==> src/rtl/ahbl_to_apb_if.sv <==
// AHB-Lite slave port plus APB3 master port bundled for the bridge.
// slave modport: bridge side; master modport: system/peripheral side.
interface ahbl_to_apb_if #(
  parameter int W_ADDR  = 32,
  parameter int W_DATA  = 32,
  parameter int W_PADDR = 16
);
  logic              ahbls_hready;
  logic              ahbls_hready_resp;
  logic              ahbls_hresp;
  logic [W_ADDR-1:0] ahbls_haddr;
  logic              ahbls_hwrite;
  logic [1:0]        ahbls_htrans;
  logic [2:0]        ahbls_hsize;
  logic [2:0]        ahbls_hburst;
  logic [3:0]        ahbls_hprot;
  logic              ahbls_hmastlock;
  logic [W_DATA-1:0] ahbls_hwdata;
  logic [W_DATA-1:0] ahbls_hrdata;

  logic [W_PADDR-1:0] apbm_paddr;
  logic               apbm_psel;
  logic               apbm_penable;
  logic               apbm_pwrite;
  logic [W_DATA-1:0]  apbm_pwdata;
  logic [W_DATA-1:0]  apbm_prdata;
  logic               apbm_pready;
  logic               apbm_pslverr;

  modport slave (
    input  ahbls_hready, ahbls_haddr, ahbls_hwrite,
    input  ahbls_htrans, ahbls_hsize, ahbls_hburst,
    input  ahbls_hprot, ahbls_hmastlock, ahbls_hwdata,
    output ahbls_hready_resp, ahbls_hresp, ahbls_hrdata,
    output apbm_paddr, apbm_psel, apbm_penable,
    output apbm_pwrite, apbm_pwdata,
    input  apbm_prdata, apbm_pready, apbm_pslverr
  );

  modport master (
    output ahbls_hready, ahbls_haddr, ahbls_hwrite,
    output ahbls_htrans, ahbls_hsize, ahbls_hburst,
    output ahbls_hprot, ahbls_hmastlock, ahbls_hwdata,
    input  ahbls_hready_resp, ahbls_hresp, ahbls_hrdata,
    input  apbm_paddr, apbm_psel, apbm_penable,
    input  apbm_pwrite, apbm_pwdata,
    output apbm_prdata, apbm_pready, apbm_pslverr
  );
endinterface

==> src/rtl/ahbl_to_apb.sv <==
// AHB-Lite slave to APB3 bridge, one APB transfer outstanding at a time.
// Ports: clk, rst_n (async, active-low), bus (ahbl_to_apb_if.slave).
module ahbl_to_apb #(
  parameter int W_ADDR  = 32,
  parameter int W_DATA  = 32,
  parameter int W_PADDR = 16
) (
  input  logic               clk,
  input  logic               rst_n,
  ahbl_to_apb_if.slave       bus
);

  typedef enum logic [2:0] {
    READY,
    WDATA,
    SETUP,
    ACCESS,
    ERR0,
    ERR1
  } state_t;

  state_t state_q;
  state_t state_d;

  logic [W_PADDR-1:0] paddr_q;
  logic               pwrite_q;
  logic [W_DATA-1:0]  pwdata_q;
  logic [W_DATA-1:0]  hrdata_q;

  logic open_st;
  logic accept;
  logic done;

  logic hready_resp;
  logic hresp;
  logic psel;
  logic penable;

  // Only READY and ERR1 drive hready_resp high, so only they see
  // a valid address phase.
  assign open_st = (state_q == READY) || (state_q == ERR1);
  assign accept  = open_st & bus.ahbls_hready
                 & bus.ahbls_htrans[1];
  assign done    = (state_q == ACCESS) & bus.apbm_pready;

  always_comb begin
    state_d = state_q;
    unique case (state_q)
      READY, ERR1: begin
        if (accept) begin
          state_d = bus.ahbls_hwrite ? WDATA : SETUP;
        end else begin
          state_d = READY;
        end
      end
      WDATA:  state_d = SETUP;
      SETUP:  state_d = ACCESS;
      ACCESS: begin
        if (bus.apbm_pready) begin
          state_d = bus.apbm_pslverr ? ERR0 : READY;
        end
      end
      ERR0:    state_d = ERR1;
      default: state_d = READY;
    endcase
  end

  always_comb begin
    hready_resp = 1'b0;
    hresp       = 1'b0;
    psel        = 1'b0;
    penable     = 1'b0;
    unique case (1'b1)
      (state_q == READY): hready_resp = 1'b1;
      (state_q == SETUP): psel = 1'b1;
      (state_q == ACCESS): begin
        psel    = 1'b1;
        penable = 1'b1;
      end
      (state_q == ERR0): hresp = 1'b1;
      (state_q == ERR1): begin
        hready_resp = 1'b1;
        hresp       = 1'b1;
      end
      default: ;
    endcase
  end

  always_ff @(posedge clk or negedge rst_n) begin
    if (!rst_n) begin
      state_q <= READY;
    end else begin
      state_q <= state_d;
    end
  end

  always_ff @(posedge clk or negedge rst_n) begin
    if (!rst_n) begin
      paddr_q  <= '0;
      pwrite_q <= 1'b0;
      pwdata_q <= '0;
      hrdata_q <= '0;
    end else begin
      if (accept) begin
        paddr_q  <= bus.ahbls_haddr[W_PADDR-1:0];
        pwrite_q <= bus.ahbls_hwrite;
      end
      if (state_q == WDATA) begin
        pwdata_q <= bus.ahbls_hwdata;
      end
      if (done && !bus.apbm_pslverr && !pwrite_q) begin
        hrdata_q <= bus.apbm_prdata;
      end
    end
  end

  assign bus.ahbls_hready_resp = hready_resp;
  assign bus.ahbls_hresp       = hresp;
  assign bus.ahbls_hrdata      = hrdata_q;
  assign bus.apbm_paddr        = paddr_q;
  assign bus.apbm_psel         = psel;
  assign bus.apbm_penable      = penable;
  assign bus.apbm_pwrite       = pwrite_q;
  assign bus.apbm_pwdata       = pwdata_q;

  // Sideband AHB fields carry no meaning for a full-word APB bridge.
  logic unused;
  assign unused = ^{bus.ahbls_hsize, bus.ahbls_hburst,
                    bus.ahbls_hprot, bus.ahbls_hmastlock,
                    bus.ahbls_htrans[0],
                    bus.ahbls_haddr[W_ADDR-1:W_PADDR]};

endmodule

==> src/flat_wrapper.sv <==
// flat-port wrapper written by rule: the top's interface ports become plain ports
module ahbl_to_apb_flat 
#(
  parameter int W_ADDR  = 32,
  parameter int W_DATA  = 32,
  parameter int W_PADDR = 16
)
  (clk, rst_n, bus_ahbls_hready, bus_ahbls_haddr, bus_ahbls_hwrite, bus_ahbls_htrans, bus_ahbls_hsize, bus_ahbls_hburst, bus_ahbls_hprot, bus_ahbls_hmastlock, bus_ahbls_hwdata, bus_ahbls_hready_resp, bus_ahbls_hresp, bus_ahbls_hrdata, bus_apbm_paddr, bus_apbm_psel, bus_apbm_penable, bus_apbm_pwrite, bus_apbm_pwdata, bus_apbm_prdata, bus_apbm_pready, bus_apbm_pslverr);
  ahbl_to_apb_if #(.W_ADDR(W_ADDR), .W_DATA(W_DATA), .W_PADDR(W_PADDR)) bus_i ();
  input  logic clk;
  input  logic rst_n;
  input wire logic [$bits(bus_i.ahbls_hready)-1:0] bus_ahbls_hready;
  input wire logic [$bits(bus_i.ahbls_haddr)-1:0] bus_ahbls_haddr;
  input wire logic [$bits(bus_i.ahbls_hwrite)-1:0] bus_ahbls_hwrite;
  input wire logic [$bits(bus_i.ahbls_htrans)-1:0] bus_ahbls_htrans;
  input wire logic [$bits(bus_i.ahbls_hsize)-1:0] bus_ahbls_hsize;
  input wire logic [$bits(bus_i.ahbls_hburst)-1:0] bus_ahbls_hburst;
  input wire logic [$bits(bus_i.ahbls_hprot)-1:0] bus_ahbls_hprot;
  input wire logic [$bits(bus_i.ahbls_hmastlock)-1:0] bus_ahbls_hmastlock;
  input wire logic [$bits(bus_i.ahbls_hwdata)-1:0] bus_ahbls_hwdata;
  output wire logic [$bits(bus_i.ahbls_hready_resp)-1:0] bus_ahbls_hready_resp;
  output wire logic [$bits(bus_i.ahbls_hresp)-1:0] bus_ahbls_hresp;
  output wire logic [$bits(bus_i.ahbls_hrdata)-1:0] bus_ahbls_hrdata;
  output wire logic [$bits(bus_i.apbm_paddr)-1:0] bus_apbm_paddr;
  output wire logic [$bits(bus_i.apbm_psel)-1:0] bus_apbm_psel;
  output wire logic [$bits(bus_i.apbm_penable)-1:0] bus_apbm_penable;
  output wire logic [$bits(bus_i.apbm_pwrite)-1:0] bus_apbm_pwrite;
  output wire logic [$bits(bus_i.apbm_pwdata)-1:0] bus_apbm_pwdata;
  input wire logic [$bits(bus_i.apbm_prdata)-1:0] bus_apbm_prdata;
  input wire logic [$bits(bus_i.apbm_pready)-1:0] bus_apbm_pready;
  input wire logic [$bits(bus_i.apbm_pslverr)-1:0] bus_apbm_pslverr;
  assign bus_i.ahbls_hready = bus_ahbls_hready;
  assign bus_i.ahbls_haddr = bus_ahbls_haddr;
  assign bus_i.ahbls_hwrite = bus_ahbls_hwrite;
  assign bus_i.ahbls_htrans = bus_ahbls_htrans;
  assign bus_i.ahbls_hsize = bus_ahbls_hsize;
  assign bus_i.ahbls_hburst = bus_ahbls_hburst;
  assign bus_i.ahbls_hprot = bus_ahbls_hprot;
  assign bus_i.ahbls_hmastlock = bus_ahbls_hmastlock;
  assign bus_i.ahbls_hwdata = bus_ahbls_hwdata;
  assign bus_ahbls_hready_resp = bus_i.ahbls_hready_resp;
  assign bus_ahbls_hresp = bus_i.ahbls_hresp;
  assign bus_ahbls_hrdata = bus_i.ahbls_hrdata;
  assign bus_apbm_paddr = bus_i.apbm_paddr;
  assign bus_apbm_psel = bus_i.apbm_psel;
  assign bus_apbm_penable = bus_i.apbm_penable;
  assign bus_apbm_pwrite = bus_i.apbm_pwrite;
  assign bus_apbm_pwdata = bus_i.apbm_pwdata;
  assign bus_i.apbm_prdata = bus_apbm_prdata;
  assign bus_i.apbm_pready = bus_apbm_pready;
  assign bus_i.apbm_pslverr = bus_apbm_pslverr;
  ahbl_to_apb #(.W_ADDR(W_ADDR), .W_DATA(W_DATA), .W_PADDR(W_PADDR)) u_core (.clk(clk), .rst_n(rst_n), .bus(bus_i));
endmodule
==> config.mk <==
export PLATFORM = sky130hd
export DESIGN_NAME = ahbl_to_apb_flat
export DESIGN_NICKNAME = d
export VERILOG_FILES = /design/src/rtl/ahbl_to_apb_if.sv /design/src/rtl/ahbl_to_apb.sv /design/src/flat_wrapper.sv
export SDC_FILE = /design/constraint.sdc
export NUM_CORES = 1
export LEC_CHECK = 0
export ABC_AREA = 1
export BUFFER_PORTS_ARGS = -buffer_cell sky130_fd_sc_hd__buf_2
export CAP_MARGIN = 20
export CORE_MARGIN = 3
export CORE_UTILIZATION = 35
export DETAILED_ROUTE_END_ITERATION = 6
export PLACE_DENSITY = 0.73
export SYNTH_ARGS = -nofsm -noshare
export SYNTH_HDL_FRONTEND = slang
export SYNTH_SLANG_ARGS = --single-unit
==> constraint.sdc <==
create_clock -name clk -period 1.9 [get_ports clk]
set_clock_uncertainty 0.15 [all_clocks]
set_input_delay 0.095 -clock clk [delete_from_list [all_inputs] [get_ports clk]]
set_output_delay 0.095 -clock clk [all_outputs]
set_load 0.01 [all_outputs]
# Yosys cells after proc, flatten, opt, wreduce, memory -nomap -nowiden
# Cells that the tools add are included.
[totals]
ff_bits = 84
latch_bits = 0
ram_bits = 0
rom_bits = 0
output_inout_bits = 85
memories = 0
[classes]
n_addsub = 0
multipliers = 0
div_mod_pow = 0
order_cmp = 0
eq_ne = 6
shift = 0
mux = 9
bitwise_logic = 3
n_reduce_logical = 9
[op_table]
columns = ["operator", "count"]
rows = [
  ["one-hot mux 3 bit (5 select lines)", 1],
  ["2-to-1 mux 3 bit", 3],
  ["equality test 3 x 2 -> 1 bit, second input constant", 2],
  ["equality test 3 bit, second input constant", 2],
  ["OR reduction 2 bit", 3],
  ["2-to-1 mux 1 bit", 4],
  ["bitwise AND 1 bit", 3],
  ["equality test 3 x 1 -> 1 bit, second input constant", 1],
  ["zero test 3 bit", 1],
  ["logical AND 1 bit", 2],
  ["zero test 1 bit", 2],
  ["2-to-1 mux 2 bit", 1],
  ["!= test 2 bit, second input constant", 1],
  ["logical OR 1 bit", 1],
]

# Longest topological paths before layout
[depth]
ltp_word = 6
depth_mapped = 7
ltp_nobuf = 6

# Least setup slack after synthesis
# Ideal clock, no wire load.
[synth_timing]
path_type = "reg-to-reg"
from = "register u_core.state_q[2]"
to = "register u_core.hrdata_q[0], in the netlist u_core.bus.ahbls_hrdata[0]"
arrival_ns = 1.143
required_time_ns = 1.633
setup_slack_ns = 0.490
path_stages_with_launch = 6
n_path_buf = 1
period_less_slack_ns = 1.410
path_cell_list = "dfrtp_1 > nor3_4 > nand2_4 > buf_6 > nand2_1 > nand2_1"
[synth_via]
elab_chain_cells = 4
[synth_lines]
columns = ["item", "line", "source"]
rows = [
  ["start, declared", "ahbl_to_apb.sv:22", "state_t state_q;"],
  ["start signal, assigned", "ahbl_to_apb.sv:93", "state_q <= state_d;"],
  ["equality test 3 x 2 -> 1 bit", "ahbl_to_apb.sv:44", "assign done = (state_q == ACCESS) & bus.apbm_pready;"],
  ["bitwise AND 1 bit", "ahbl_to_apb.sv:44", ""],
  ["logical AND 1 bit (2 in series)", "ahbl_to_apb.sv:111", "if (done && !bus.apbm_pslverr && !pwrite_q) begin"],
  ["end signal, assigned", "ahbl_to_apb.sv:112", "hrdata_q <= bus.apbm_prdata;"],
  ["end, declared", "ahbl_to_apb.sv:28", "logic [W_DATA-1:0] hrdata_q;"],
]
# No other way between the ends.
# A chain may end at the register's enable or synchronous reset.

# Final worst setup path
[layout_timing]
from = "register u_core.state_q[1]"
to = "output port bus_apbm_penable"
[layout_via]
elab_chain_cells = 2
[layout_lines]
columns = ["item", "line", "source"]
rows = [
  ["equality test 3 x 2 -> 1 bit", "ahbl_to_apb.sv:76", "(state_q == ACCESS): begin"],
  ["2-to-1 mux 1 bit", "ahbl_to_apb.sv:73", "unique case (1'b1)"],
  ["end, declared", "flat_wrapper.sv:26", "output wire logic [$bits(bus_i.apbm_penable)-1:0] bus_apbm_penable;"],
]
# No other way between the ends.

==> impl_results.md <==
- Power per cell area: 1390 nW/um^2
- DRC: 0
- #FFs+latches synth: 84
- Crit-path max FO: 18
- Sequential area share after synthesis: 61.8%
- DR vias: 3457
- Die width: 105 um
- Post-Synthesis Cells: 378
- Number of global-route vias before repair: 3609
- Site row count: 35
- Number of H-tree levels: 3
- Maxcap violations: 0
- Placed cells: 666
- Largest net degree at the start of global routing: 52
- Slew headroom: 60.0%
- DP HPWL: 6.33 mm
- CTS tree: built
- FF-to-FF End: u_core.bus.ahbls_hrdata[18]$_DFFE_PN0P_
- Post-synth top area cell: dfrtp_1
- CTS Root Cell: clkbuf_8
- Fin cells: 765
- IO Pins: 200
- Fin crit period: 1770 ps
- PortBufs: 171
- CP max stage cell: dfrtp_1
- CP arrival: 1520 ps
- Max frequency: 565 MHz
- Post-placement cell area: 4380 um^2
- Initial antenna violation count: 0
- Iteration-0 DRC Markers: 180
- Setup TNS: 0 ps
- Setup-failing EPs final: 0
- Reg-to-reg startpoint: u_core.state_q[1]$_DFFE_PN0P_
- R2R cell count: 6
- Tightest Pin Transition: 600 ps
- Total Wirelength: 10.0 mm
- Layout cells sized above 1: 31.6%
- Setup crit end: bus_apbm_penable
- HP Class: input port to register
- Worst skew pair latency: 340 ps
- Most common cell after layout, fill and taps aside: buf_2
- Yosys top cell area share: 61.8%
- Most frequent cells in the layout: buf_2 (170), nand2_1 (140), dlygate4sd3_1 (84), dfrtp_1 (84), nand3_1 (54)
- Nets: 748
- Routed Antenna Nets: 0
- Pre-CTS setup slack: 212 ps
- Post-DR vias/cell: 4.52
- Avg Inst Size Synth: 9.00 um^2
- Unrepaired setup endpoints after global routing: false
- Peak VDD IR: 0.000753 V
- Gr usage total: 18.6%
- Initial Utilization: 36.5%
- Status: finished, final reports clean
- Design area: 5410 um^2
- Worst setup path class: register to primary output
- Static Leak: 3.08 nW
- Mapped Area: 3400 um^2
- Core Area: 9330 um^2
- Fillers: 790
- First-pass GRT wire length: 16.8 mm
- R2R Setup Slk: 250 ps
- Die height: 105 um
- Final hold vios: 0
- CTS Buf Count: 9
- CP max stage delay: 390 ps
- Synth warn: 0
- DRT Pass-1 Iters: 4
- Critical Path End Type: primary output
- Gr ovfl total: 0
- Syn_nets: 493
- Netlist cell types: 16
- Startpoint types: register
- Die ar.: 10900 um^2
- Critical Path Source: u_core.state_q[1]$_DFFE_PN0P_
- Critical path required time: 1650 ps
- Layout area overhead: 59.1%
- Worst-path clk slew: 80 ps
- N_diodes: 0
- DR WL/cell: 13.1 um
- CTS max path bufs: 2
- Final Max Slew Viols: 0
- Dominant cells by area after synthesis: dfrtp_1 (62%), nand2_1 (15%), nand3_1 (8.1%)
- Clk sink count: 84
- Fin worst setup slack: 131 ps
- Cells along the critical path: inv_1, nor3_4, buf_4, buf_2
- Final Cycle Share: 93.1%
- RD Place Congestion: 0.745
## how the worst min path moves through the flow
stage / start / end / slack [ps] / depth (start not counted)
6_report: bus_ahbls_hready / u_core.bus.apbm_paddr[7]$_DFFE_PN0P_ / 90 / 5
5_1_grt: bus_ahbls_hready / u_core.bus.apbm_paddr[11]$_DFFE_PN0P_ / 130 / 5
4_1_cts: bus_ahbls_hready / u_core.bus.apbm_paddr[7]$_DFFE_PN0P_ / 70 / 5
3_5_place_dp: rst_n / u_core.bus.apbm_pwdata[20]$_DFFE_PN0N_ / -1 / 1
3_3_place_gp: rst_n / u_core.bus.apbm_pwdata[20]$_DFFE_PN0N_ / -10 / 1
2_1_floorplan: rst_n / u_core.bus.ahbls_hrdata[0]$_DFFE_PN0P_ / -350 / 0
## timing repair
action / CTS / global route
endpoints found under the hold margin: 130 / 0
setup buffers: 1 / 0
pin swaps: 1 / 0
hold buffers: 84 / 0
gates resized for setup: 0 / 1
endpoints found under the setup margin: 1 / 1
## state kept, by name, summed over array words and instances, names as in the netlist
register and count:
u_core.bus.ahbls_hrdata 32, u_core.bus.apbm_pwdata 32, u_core.bus.apbm_paddr 16, u_core.state_q 3, u_core.bus.apbm_pwrite 1
## cells in the mapped netlist
library cell    n
and2_1          1
buf_1           1
buf_2           9
buf_4           1
buf_6           6
clkbuf_1        3
dfrtp_1        84
inv_1          38
inv_2           2
nand2_1       140
nand2_4         1
nand3_1        55
nor2_1          3
nor3_2          1
nor3_4          1
o21ai_0        32
## cell type report
cell class,count,area [um^2],area share (%)
inverters,40,150,2.77
clock buffers,9,124,2.29
well taps,129,161,2.98
clock inverters,5,55.1,1.02
flip-flops and latches,84,2100,38.8
repair buffers,264,1790,33.1
multi-input cells,234,1030,19.0
## report_power, final
group	switching (W)	internal [W]	total, W
clock	0.000610	0.000588	0.00120
sequential	0.000496	0.00264	0.00314
combinational	0.00188	0.00131	0.00319
total	0.00299	0.00454	0.00753
## routing by layer
layer / track usage, % / routed length (um) / up-vias
met3: 5.62 / 848 / 25
met1: 21.4 / 4000 / 1602
met2: 32.2 / 4900 / 149
met4: 7.59 / 259 / 0
li1: - / - / 1681
met5: 0 / 0 / -
## metrics by stage
stage          hold slack (ps)  power [W]  util (%)
2_1_floorplan             -351    0.00483         -
3_3_place_gp             -12.5    0.00603      47.0
3_5_place_dp             -1.09    0.00617      47.0
4_1_cts                   70.5    0.00756      58.0
5_1_grt                    131    0.00814      58.0
6_report                  89.7    0.00753      58.0
## critical path: cells and delay by family, from the launching register on
kind / cells / cell delay [ps]
AND/OR/NAND/NOR: 1 / 240
buffers and inverters: 3 / 550
flip-flops: 1 / 390
## kinds of logic after synthesis
family / count (synthesis) / share of synthesized area [%]
compound gates: 32 / 4.71
buf+inv: 60 / 8.38
flops: 84 / 61.8
simple gates: 202 / 25.1
Power figures use the tool's default switching activity.
